## src/rtl/cpu_run_ctrl.sv

```systemverilog
// Core run controller: synchronizes reset release, then releases N_CH core resets in a
// staggered order and tracks halts/cycles. Define RUN_CTRL_WATCHDOG_EN for the watchdog.
module cpu_run_ctrl #(
    parameter int unsigned N_CH           = 1,
    parameter int unsigned HOLD_CYCLES    = 2,
    parameter int unsigned STAGGER        = 1,
    parameter int unsigned CNT_W          = 32,
    parameter int unsigned TIMEOUT_CYCLES = 10000
) (
    input  logic             clk,
    input  logic             reset,
    input  logic [N_CH-1:0]  halt_req,
    input  logic             restart,
    output logic [N_CH-1:0]  core_reset,
    output logic [CNT_W-1:0] cycle_cnt,
    output logic [N_CH-1:0]  halted,
    output logic             done,
    output logic             timeout
);
    localparam int unsigned HW = (HOLD_CYCLES > 1) ? $clog2(HOLD_CYCLES) : 1;
    localparam int unsigned SW = (STAGGER > 1) ? $clog2(STAGGER) : 1;
    localparam int unsigned IW = $clog2(N_CH + 1);

    typedef enum logic [2:0] {S_RST, S_HOLD, S_REL, S_RUN, S_DONE, S_TOUT} state_t;

    state_t            state_q, state_d;
    logic [1:0]        sync_q;
    logic [HW-1:0]     hold_q, hold_d;
    logic [SW-1:0]     stag_q, stag_d;
    logic [IW-1:0]     idx_q, idx_d;
    logic [N_CH-1:0]   core_reset_q, core_reset_d;
    logic [CNT_W-1:0]  cnt_q, cnt_d;
    logic [N_CH-1:0]   halted_q, halted_d;
    logic [N_CH-1:0]   halted_all;
    logic              all_halted;
    logic              wd_fire;

    // Halts only count from channels already out of reset.
    assign halted_all = halted_q | (halt_req & ~core_reset_q);
    assign all_halted = &halted_all;

`ifdef RUN_CTRL_WATCHDOG_EN
    assign wd_fire = (cnt_q == CNT_W'(TIMEOUT_CYCLES));
    assign timeout = (state_q == S_TOUT);
`else
    // Constant 0; the watchdog is compiled out.
    assign wd_fire = 1'b0 && (TIMEOUT_CYCLES != 0);
    assign timeout = 1'b0;
`endif

    always_comb begin
        state_d      = state_q;
        hold_d       = hold_q;
        stag_d       = stag_q;
        idx_d        = idx_q;
        core_reset_d = core_reset_q;
        cnt_d        = cnt_q;
        halted_d     = halted_q;
        unique case (state_q)
            S_RST: begin
                core_reset_d = '1;
                if (sync_q[1]) begin
                    state_d = S_HOLD;
                    hold_d  = '0;
                    cnt_d   = '0;
                end
            end
            S_HOLD: begin
                core_reset_d = '1;
                if (hold_q == HW'(HOLD_CYCLES - 1)) begin
                    state_d         = S_REL;
                    core_reset_d[0] = 1'b0;
                    idx_d           = IW'(1);
                    stag_d          = '0;
                end else begin
                    hold_d = hold_q + HW'(1);
                end
            end
            S_REL, S_RUN: begin
                halted_d = halted_all;
                if (state_q == S_REL) begin
                    if (idx_q == IW'(N_CH)) begin
                        state_d = S_RUN;
                    end else if (stag_q == SW'(STAGGER - 1)) begin
                        for (int i = 0; i < N_CH; i++) begin
                            if (idx_q == IW'(i)) core_reset_d[i] = 1'b0;
                        end
                        idx_d  = idx_q + IW'(1);
                        stag_d = '0;
                    end else begin
                        stag_d = stag_q + SW'(1);
                    end
                end
                // Completion has priority over an expiring watchdog.
                if (all_halted) begin
                    state_d = S_DONE;
                    if (cnt_q != '1) cnt_d = cnt_q + CNT_W'(1);
                end else if (wd_fire) begin
                    state_d      = S_TOUT;
                    core_reset_d = '1;
                end else if (cnt_q != '1) begin
                    cnt_d = cnt_q + CNT_W'(1);
                end
            end
            S_DONE, S_TOUT: begin
                if (state_q == S_TOUT) core_reset_d = '1;
                if (restart) begin
                    state_d      = S_HOLD;
                    hold_d       = '0;
                    cnt_d        = '0;
                    halted_d     = '0;
                    core_reset_d = '1;
                end
            end
            default: state_d = S_RST;
        endcase
    end

    always_ff @(posedge clk or negedge reset) begin
        if (!reset) begin
            state_q      <= S_RST;
            sync_q       <= 2'b00;
            hold_q       <= '0;
            stag_q       <= '0;
            idx_q        <= '0;
            core_reset_q <= '1;
            cnt_q        <= '0;
            halted_q     <= '0;
        end else begin
            state_q      <= state_d;
            sync_q       <= {sync_q[0], 1'b1};
            hold_q       <= hold_d;
            stag_q       <= stag_d;
            idx_q        <= idx_d;
            core_reset_q <= core_reset_d;
            cnt_q        <= cnt_d;
            halted_q     <= halted_d;
        end
    end

    assign core_reset = core_reset_q;
    assign cycle_cnt  = cnt_q;
    assign halted     = halted_q;
    assign done       = (state_q == S_DONE);
endmodule

```

## config.mk

```make
export PLATFORM = sky130hd
export DESIGN_NAME = cpu_run_ctrl
export DESIGN_NICKNAME = d
export VERILOG_FILES = /design/src/rtl/cpu_run_ctrl.sv
export SDC_FILE = /design/constraint.sdc
export NUM_CORES = 1
export LEC_CHECK = 0
export ABC_AREA = 1
export CAP_MARGIN = 5
export CORE_MARGIN = 2
export CORE_UTILIZATION = 54
export CTS_CLUSTER_DIAMETER = 100
export CTS_CLUSTER_SIZE = 24
export DETAILED_ROUTE_END_ITERATION = 8
export PLACE_DENSITY = 0.8
export SYNTH_ARGS = -nofsm -noshare
export SYNTH_HDL_FRONTEND = slang
export SYNTH_SLANG_ARGS = --single-unit
export TNS_END_PERCENT = 5
```

## constraint.sdc

```tcl
create_clock -name clk -period 1.9 [get_ports clk]
set_input_delay 0.285 -clock clk [delete_from_list [all_inputs] [get_ports clk]]
set_output_delay 0.285 -clock clk [all_outputs]
set_load 0.05 [all_outputs]
```

## After elaboration in Yosys (flattened, before gate mapping)

Index checks and enable logic that the tools add are counted.

| word-level totals | value |
|---|---|
| flip-flop bits (word level) | 42 |
| input bits | 4 |
| output and inout port bits | 36 |
| word-level logic and storage cells | 79 |

| operators by class | value |
|---|---|
| add/sub/neg operators | 4 |
| equality and inequality tests | 16 |
| mux-type cells | 33 |
| bitwise operators | 3 |
| reductions and logical operators | 15 |

Operators by type and width:

| cell | number |
|---|---|
| $mux W32 | 3 |
| $pmux W32 S3 | 1 |
| $add A32 B1 Y32 const B | 1 |
| $ne A32 B32 Y1 const B | 1 |
| $mux W3 | 6 |
| $mux W1 | 17 |
| $ne A2 B2 Y1 const B | 7 |
| $pmux W3 S4 | 1 |
| $reduce_and A5 Y1 | 2 |
| $ne A3 B3 Y1 const B | 3 |
| $reduce_and A4 Y1 | 2 |
| $eq A3 B2 Y1 const B | 2 |
| $eq A3 B3 Y1 const B | 2 |
| $pmux W1 S2 | 3 |
| $reduce_and A3 Y1 | 2 |
| $reduce_bool A3 Y1 | 2 |
| $pmux W1 S4 | 1 |
| $reduce_bool A2 Y1 | 2 |
| $reduce_bool A4 Y1 | 1 |
| $reduce_or A2 Y1 | 2 |
| $add A1 B1 Y1 const B | 3 |
| $eq A3 B1 Y1 const B | 1 |
| $logic_not A3 Y1 | 1 |
| $pmux W1 S3 | 1 |
| 4 further kinds | 4 |

## Depth between registers and ports, before layout

Gate-level depths: netlist of the first run.

| depth | value |
|---|---|
| depth after elaboration | 5 |
| gate-level depth with buffers | 12 |
| mapped depth without buffers | 11 |

## Least setup slack after synthesis of the first run

No wires, ideal clock.

| path | value |
|---|---|
| kind | register to register |
| start | reg cnt_q[0], in the netlist cycle_cnt[0] |
| end | reg cnt_q[26], in the netlist cycle_cnt[26] |
| data arrival time | 1.949 ns |
| required time | 1.834 ns |
| path slack | -0.115 ns |
| stages on the path, launching flop included | 13 |
| buffers on the path | 1 |
| period minus slack after synthesis | 2.015 ns |
| cells stage by stage | dfrtp_1 > ha_1 > nand2_1 > nor2_2 > nand2_2 > nor2_4 > nand2_1 > nand2_2 > nand2_4 > nand2_4 > buf_6 > nand2_1 > nand2_1 |

| on the way | value |
|---|---|
| word-level cells in the longest chain between the ends | 3 |

RTL lines:

| element | line | text |
|---|---|---|
| from (decl) | 32 | `logic [CNT_W-1:0] cnt_q, cnt_d;` |
| from (signal assigned) | 136 | `cnt_q <= cnt_d;` |
| $add A32 B1 Y32 or $ne A32 B32 Y1 (tied branches) | 97, 102, 101 |  |
| $mux W32 or $ne A2 B2 Y1 (tied branches) | -- |  |
| $pmux W32 S3 or $reduce_and A4 Y1 (tied branches) | -- |  |

Parallel ways exist; a longest one is shown, timed or not. The select of a mux whose other input is x is not followed.
A chain may end at the register's enable or synchronous reset.

## Worst setup path after layout of the first run

| path | value |
|---|---|
| start | reg cnt_q[11], in the netlist cycle_cnt[11] |
| end | out cycle_cnt[11] |

RTL lines:

| element | line | text |
|---|---|---|
| to (decl) | 15 | `output logic [CNT_W-1:0] cycle_cnt,` |

No word-level cell between the ends.

==> results.sh, run 1 <==
export IMPL_status="complete, no violations"
export IMPL_worstPathRequired_ns=1.62
export IMPL_antenna_cells=0
export IMPL_grt_pass1_vias=2394
export IMPL_finalNetCount=456
export IMPL_placementRows=25
export IMPL_min_from="sync_q[0]"
export IMPL_yosysUniqueCellTypes=27
export IMPL_ys_flop_type="dfrtp_1"
export IMPL_io_buffers=38
export IMPL_crit_family="buffers and inverters"
export IMPL_met3_usage=0.0497
export IMPL_clock_latency_ns=0.30
export IMPL_antenna_found_initial=0
export IMPL_crit_arrival_ns=1.58
export IMPL_p_leak_nw=1.67
export IMPL_holdWs_ns=0.360
export IMPL_synth_xor_area_frac=0.00341
export IMPL_startpoint="cycle_cnt[11]"
export IMPL_critical_path_max_stage_delay_ns=0.84
export IMPL_timing_fmax_mhz=536
export IMPL_fin_area_um2=3240
export IMPL_die_y_um=72.9
export IMPL_setup_viol=0
export IMPL_finalMaxSlewViolations=0
export IMPL_firstDrtPassIters=4
export IMPL_synth_adder_area_share=0.00488
export IMPL_fillers=407
export IMPL_powerDensity_nw_per_um2=1000
export IMPL_synth_common_cells="nand2_1, nor2_1, dfrtp_1, nand3_1, inv_1"
export IMPL_fin_skew_ns=0.00498
export IMPL_drc=0
export IMPL_synthArstFlopShare=1.00
export IMPL_cts_tree="yes"
export IMPL_cts_sinks=41
export IMPL_crit_path_end_kind="primary output"
export IMPL_dp_cells=493
export IMPL_synthSimpleGateAreaFrac=0.448
export IMPL_synthTopCellsByArea="dfrtp_1, nand2_1, nor2_1"
export IMPL_dieArea_um2=5320
export IMPL_r2r_start="cycle_cnt[0]"
export IMPL_rr_worst_depth=11
export IMPL_areaGrowthSynthToFinish_pct=26.1
export IMPL_cp_start_kind="register"
export IMPL_synth_area_um2=2570
export IMPL_coreArea_um2=4660
export IMPL_synth_mux_area_frac=0
export IMPL_routed_wl_um=6660
export IMPL_finalCriticalPeriod_ns=1.86
export IMPL_worst_slew_pin_slew_ns=0.519
export IMPL_crit_path_top_delay_cell="clkdlybuf4s50_1"
export IMPL_dp_hpwl_um=4640
export IMPL_met1_usage=0.340
export IMPL_yosysSeqAreaShare=0.400
export IMPL_vias=2695
export IMPL_crit_path_max_fanout=6
export IMPL_syn_instance_count=398
export IMPL_ir_drop_mv=0.924
export IMPL_use_met2=0.418
export IMPL_min_path_type="register to register"
export IMPL_synth_top_cell_area_share=0.390
export IMPL_max_cap_viol_count=0
export IMPL_cp_num_cells=1
export IMPL_synth_nets=403
export IMPL_grt_pass1_wl_um=10700
export IMPL_wl_per_cell_um=13.2
export IMPL_fin_ws_ns=0.0350
export IMPL_cts_reportedPaths_clkPinSlew_ns=0.08
export IMPL_clock_path_buffers=2
export IMPL_synth_most_common_cell="nand2_1"
export IMPL_grt_usage=0.256
export IMPL_final_cells=506
export IMPL_pre_cts_ws_ns=-0.0719
export IMPL_dpl_cell_area_um2=3010
export IMPL_cts_root_buffer="clkbuf_8"
export IMPL_yosysTopAreaCell="dfrtp_1"
export IMPL_setup_worst_path_end="cycle_cnt[11]"
export IMPL_die_x_um=72.9
export IMPL_hold_violations=0
export IMPL_critPathBufInv=1
export IMPL_synth_compound_area_frac=0.0770
export IMPL_cts_buffers=5
export IMPL_grt_overflow=0
export IMPL_ant_nets=0
export IMPL_slew_headroom=0.654
export IMPL_initial_core_util=0.551
export IMPL_p_total_mw=3.25
export IMPL_path_class="register to primary output"
export IMPL_h_tree_depth=2
export IMPL_ys_ff_latch=41
export IMPL_syn_avg_cell_area_um2=6.45
export IMPL_synth_top_family_by_area="simple AND/OR/NAND/NOR gates"
export IMPL_yosysWarnings=0
export IMPL_r2r_end="cycle_cnt[13]"
export IMPL_finalWeightedCongestion=0.863
export IMPL_reg2reg_slack_ns=0.11
export IMPL_grt_max_degree=33
export IMPL_drt_initial_drc_count=170
export IMPL_drive_gt1_frac=0.117
export IMPL_viasPerCell=5.33
export IMPL_ios=40
export IMPL_crit_chain="clkdlybuf4s50_1"
export IMPL_synth_edff_count=0
export IMPL_busiest_layer="met2"
export IMPL_fin_crit_sh=0.982
cells by family after synthesis:
logic type,after synthesis
flops,41
buf+inv,36
fa+ha+maj,1
compound gates,38
simple gates,279
other cells,2
xor+xnor,1
flip-flops by register name, indices dropped and copies added, names as in the netlist:
register / flops
sync_q: 2
core_reset: 1
state_q: 3
idx_q: 1
halted: 1
hold_q: 1
cycle_cnt: 32
layout by cell type (no fill, tap or decap), types with 3 or more instances in the layout:
cell type	n
inv_1	27
dlymetal6s2s_1	10
a21oi_1	20
nor2_1	67
nand3_1	29
dfrtp_1	38
nand4_1	4
nand3b_1	3
clkdlybuf4s50_1	13
nor3_1	4
buf_4	25
o21ai_0	13
clkbuf_8	6
nand2_1	162
nor2_2	3
what timing repair did:
| action | in CTS | in global routing |
|---|---|---|
| hold endpoints to repair | 20 | 0 |
| gates cloned | 0 | 1 |
| pin swaps | 0 | 4 |
| hold buffers | 1 | 0 |
| setup buffers | 0 | 3 |
| endpoints found under the setup margin | 8 | 42 |
| resized for setup | 1 | 15 |
report_power, final:
group          internal [mW]  leakage, nW  switching [mW]
sequential             0.966        0.547          0.0808
combinational          0.426         1.06            1.02
clock                  0.428       0.0574           0.324
total                   1.82         1.67            1.43
routing by layer:
layer	wire length [µm]	part of all wire
met1	2890	0.43
met5	0	0
met2	3220	0.48
met3	417	0.063
met4	140	0.021
area by class of cell:
class	count	area (µm²)	area share
Timing Repair Buffer	52	489	0.151
Clock inverter	2	37.5	0.0116
Multi-Input combinational cell	322	1420	0.439
Sequential cell	41	1030	0.318
Clock buffer	6	82.6	0.0255
Inverter	29	109	0.0336
Tap cell	54	67.6	0.0209
worst min path at each step:
| stage | slack [ns] | depth (start not counted) | endpoint |
|---|---|---|---|
| 2_1_floorplan | -0.01 | 0 | cycle_cnt[0] |
| 3_3_place_gp | 0.28 | 1 | cycle_cnt[22] |
| 3_5_place_dp | 0.29 | 1 | cycle_cnt[22] |
| 4_1_cts | 0.36 | 0 | sync_q[1] |
| 5_1_grt | 0.37 | 0 | sync_q[1] |
| 6_report | 0.36 | 0 | sync_q[1] |
metrics by stage:
stage / util / TNS (ns)
6_report: 0.694 / 0
5_1_grt: 0.694 / -0.0117
4_1_cts: 0.675 / 0
3_5_place_dp: 0.646 / -0.383
3_3_place_gp: 0.646 / 0
2_1_floorplan: - / 0
No activity file was read; power rests on OpenSTA's default activity.
==> run 2, diff against run 1 <==
--- a/config.mk
+++ b/config.mk
@@ -10,7 +10,6 @@
 export CORE_MARGIN = 2
 export CORE_UTILIZATION = 54
 export CTS_CLUSTER_DIAMETER = 100
-export CTS_CLUSTER_SIZE = 24
 export DETAILED_ROUTE_END_ITERATION = 8
 export PLACE_DENSITY = 0.8
 export SYNTH_ARGS = -nofsm -noshare
==> results of run 2 <==
No change in the layout: final DEF, timing and power equal those of run 1.
==> run 3, diff against run 2 <==
--- a/config.mk
+++ b/config.mk
@@ -11,7 +11,7 @@
 export CORE_UTILIZATION = 54
 export CTS_CLUSTER_DIAMETER = 100
 export DETAILED_ROUTE_END_ITERATION = 8
-export PLACE_DENSITY = 0.8
+export PLACE_DENSITY_LB_ADDON = 0.08
 export SYNTH_ARGS = -nofsm -noshare
 export SYNTH_HDL_FRONTEND = slang
 export SYNTH_SLANG_ARGS = --single-unit
==> run 3 against run 2 <==
Cell area decreased by 0.89%. Non-clock buffer count fell by 1. Combinational power fell by 3%. Critical path type unchanged. Total power down 5.2%. Sequential share of layout area up 0.29 points. Wire length fell by 1.3%.
==> results.sh, run 3 (synthesis results as in run 1) <==
export IMPL_status="complete, no violations"
export IMPL_crit_path_max_fanout=6
export IMPL_p_sw_mw=1.38
export IMPL_pre_cts_ws_ns=-0.0635
export IMPL_cp_num_cells=1
export IMPL_die_y_um=72.9
export IMPL_setup_viol=0
export IMPL_placementRows=25
export IMPL_worstPathRequired_ns=1.62
export IMPL_dp_hpwl_um=4670
export IMPL_initial_core_util=0.551
export IMPL_ios=40
export IMPL_ant_nets=0
export IMPL_drt_initial_drc_count=220
export IMPL_areaGrowthSynthToFinish_pct=25.0
export IMPL_slew_headroom=0.661
export IMPL_cp_start_kind="register"
export IMPL_routed_wl_um=6580
export IMPL_share_comb_of_total_power=0.458
export IMPL_vias=2621
export IMPL_finalMaxSlewViolations=0
export IMPL_p_total_mw=3.08
export IMPL_drive_gt1_frac=0.111
export IMPL_viasPerCell=5.19
export IMPL_p_leak_nw=1.68
export IMPL_critPathBufInv=1
export IMPL_clock_path_buffers=2
export IMPL_wl_per_cell_um=13.0
export IMPL_grt_usage=0.258
export IMPL_finalWeightedCongestion=0.933
export IMPL_holdWs_ns=0.356
export IMPL_cts_root_buffer="clkbuf_8"
export IMPL_dieArea_um2=5320
export IMPL_coreArea_um2=4660
export IMPL_finalNetCount=455
export IMPL_min_path_type="register to register"
export IMPL_final_cell_mix="nand2_1, nor2_1, dfrtp_1, nand3_1, inv_1"
export IMPL_path_class="register to primary output"
export IMPL_ir_drop_mv=0.848
export IMPL_swShare=0.447
export IMPL_final_util=0.688
export IMPL_clock_latency_ns=0.29
export IMPL_rr_worst_depth=10
export IMPL_hold_violations=0
export IMPL_antenna_found_initial=0
export IMPL_cts_sinks=41
export IMPL_largest_register_ff_count=32
export IMPL_fin_crit_sh=0.979
export IMPL_grt_max_degree=33
export IMPL_cts_buffers=5
export IMPL_grt_overflow=0
export IMPL_critical_path_max_stage_delay_ns=0.84
export IMPL_crit_arrival_ns=1.58
export IMPL_cts_tree="yes"
export IMPL_crit_chain="clkdlybuf4s50_1"
export IMPL_p_clk_frac=0.205
export IMPL_io_buffers=38
export IMPL_h_tree_depth=2
export IMPL_max_cap_viol_count=0
export IMPL_fin_ws_ns=0.0392
export IMPL_timing_fmax_mhz=537
export IMPL_holdPathStages=0
export IMPL_power_frac_seq=0.336
export IMPL_grt_pass1_vias=2443
export IMPL_finalCriticalPeriod_ns=1.86
export IMPL_crit_path_top_delay_cell="clkdlybuf4s50_1"
export IMPL_cellInternalPower_mw=1.70
export IMPL_mostFrequentLayoutCell="nand2_1"
export IMPL_worst_slew_pin_slew_ns=0.508
export IMPL_drc=0
export IMPL_grt_pass1_wl_um=10800
export IMPL_die_x_um=72.9
export IMPL_crit_path_end_kind="primary output"
export IMPL_firstDrtPassIters=5
export IMPL_rsz0062_at_grt="false"
export IMPL_cts_reportedPaths_clkPinSlew_ns=0.08
export IMPL_crit_family="buffers and inverters"
export IMPL_powerDensity_nw_per_um2=960
export IMPL_fin_skew_ns=0.00154
export IMPL_antenna_cells=0
run 3: layer usage:
| metal | wire, µm | global-route usage | vias to the layer above |
|---|---|---|---|
| met1 | 3090 | 0.339 | 1187 |
| met4 | 133 | 0.101 | 0 |
| met5 | 0 | 0 | - |
| met3 | 290 | 0.0483 | 13 |
| li1 | - | - | 1357 |
| met2 | 3060 | 0.422 | 64 |
run 3: cell type report:
type	instances	area, µm²
clock inverters	1	5.00
clock buffers	7	96.3
repair buffers	51	495
inverters	29	109
well taps	54	67.6
flip-flops and latches	41	1030
multi-input cells	322	1410
fillers	449	1450
run 3: worst register-to-register path, stage by stage (launching register included):
cell,delay [ns]
dfrtp_2,0.43
ha_1,0.23
nand2_1,0.11
nor2_2,0.05
nand2_2,0.12
nor2_4,0.05
nand2_1,0.09
nand2_2,0.08
a21oi_2,0.35
nand2_1,0.11
nand2_1,0.07
run 3: through the flow:
step / TNS (ns) / cells / instance area [µm²]
floorplan: 0 / 398 / 2570
global placement: 0 / 493 / 3030
detailed placement: -0.277 / 493 / 3030
CTS: 0 / 502 / 3140
global route: 0 / 505 / 3210
finish: 0 / 505 / 3210
run 3: worst paths after layout:
kind                          startpoint            end  slack (ns)
min                            sync_q[0]      sync_q[1]        0.36
min reg2reg                    sync_q[0]      sync_q[1]        0.36
max in group asynchronous          reset  cycle_cnt[21]        0.93
max reg2reg                 cycle_cnt[0]  cycle_cnt[27]        0.16
min in group asynchronous          reset  cycle_cnt[13]        0.49
max                        cycle_cnt[18]  cycle_cnt[18]        0.04
run 3: timing repair:
action	CTS	global route
setup buffers	0	2
gates cloned	0	1
pin swaps	0	2
hold endpoints to repair	18	0
hold buffers	1	0
endpoints found under the setup margin	8	43
gates resized for setup	1	13
run 3: power by group through the flow:
| stage | Combinational [mW] | Clock, mW | Sequential (mW) |
|---|---|---|---|
| after CTS | 1.31 | 0.645 | 1.03 |
| after detailed placement | 1.29 | 0 | 1.05 |
| after global placement | 1.27 | 0 | 1.05 |
| after global routing | 1.55 | 0.670 | 1.05 |
| final | 1.41 | 0.632 | 1.04 |
| after floorplan | 0.856 | 0 | 1.17 |
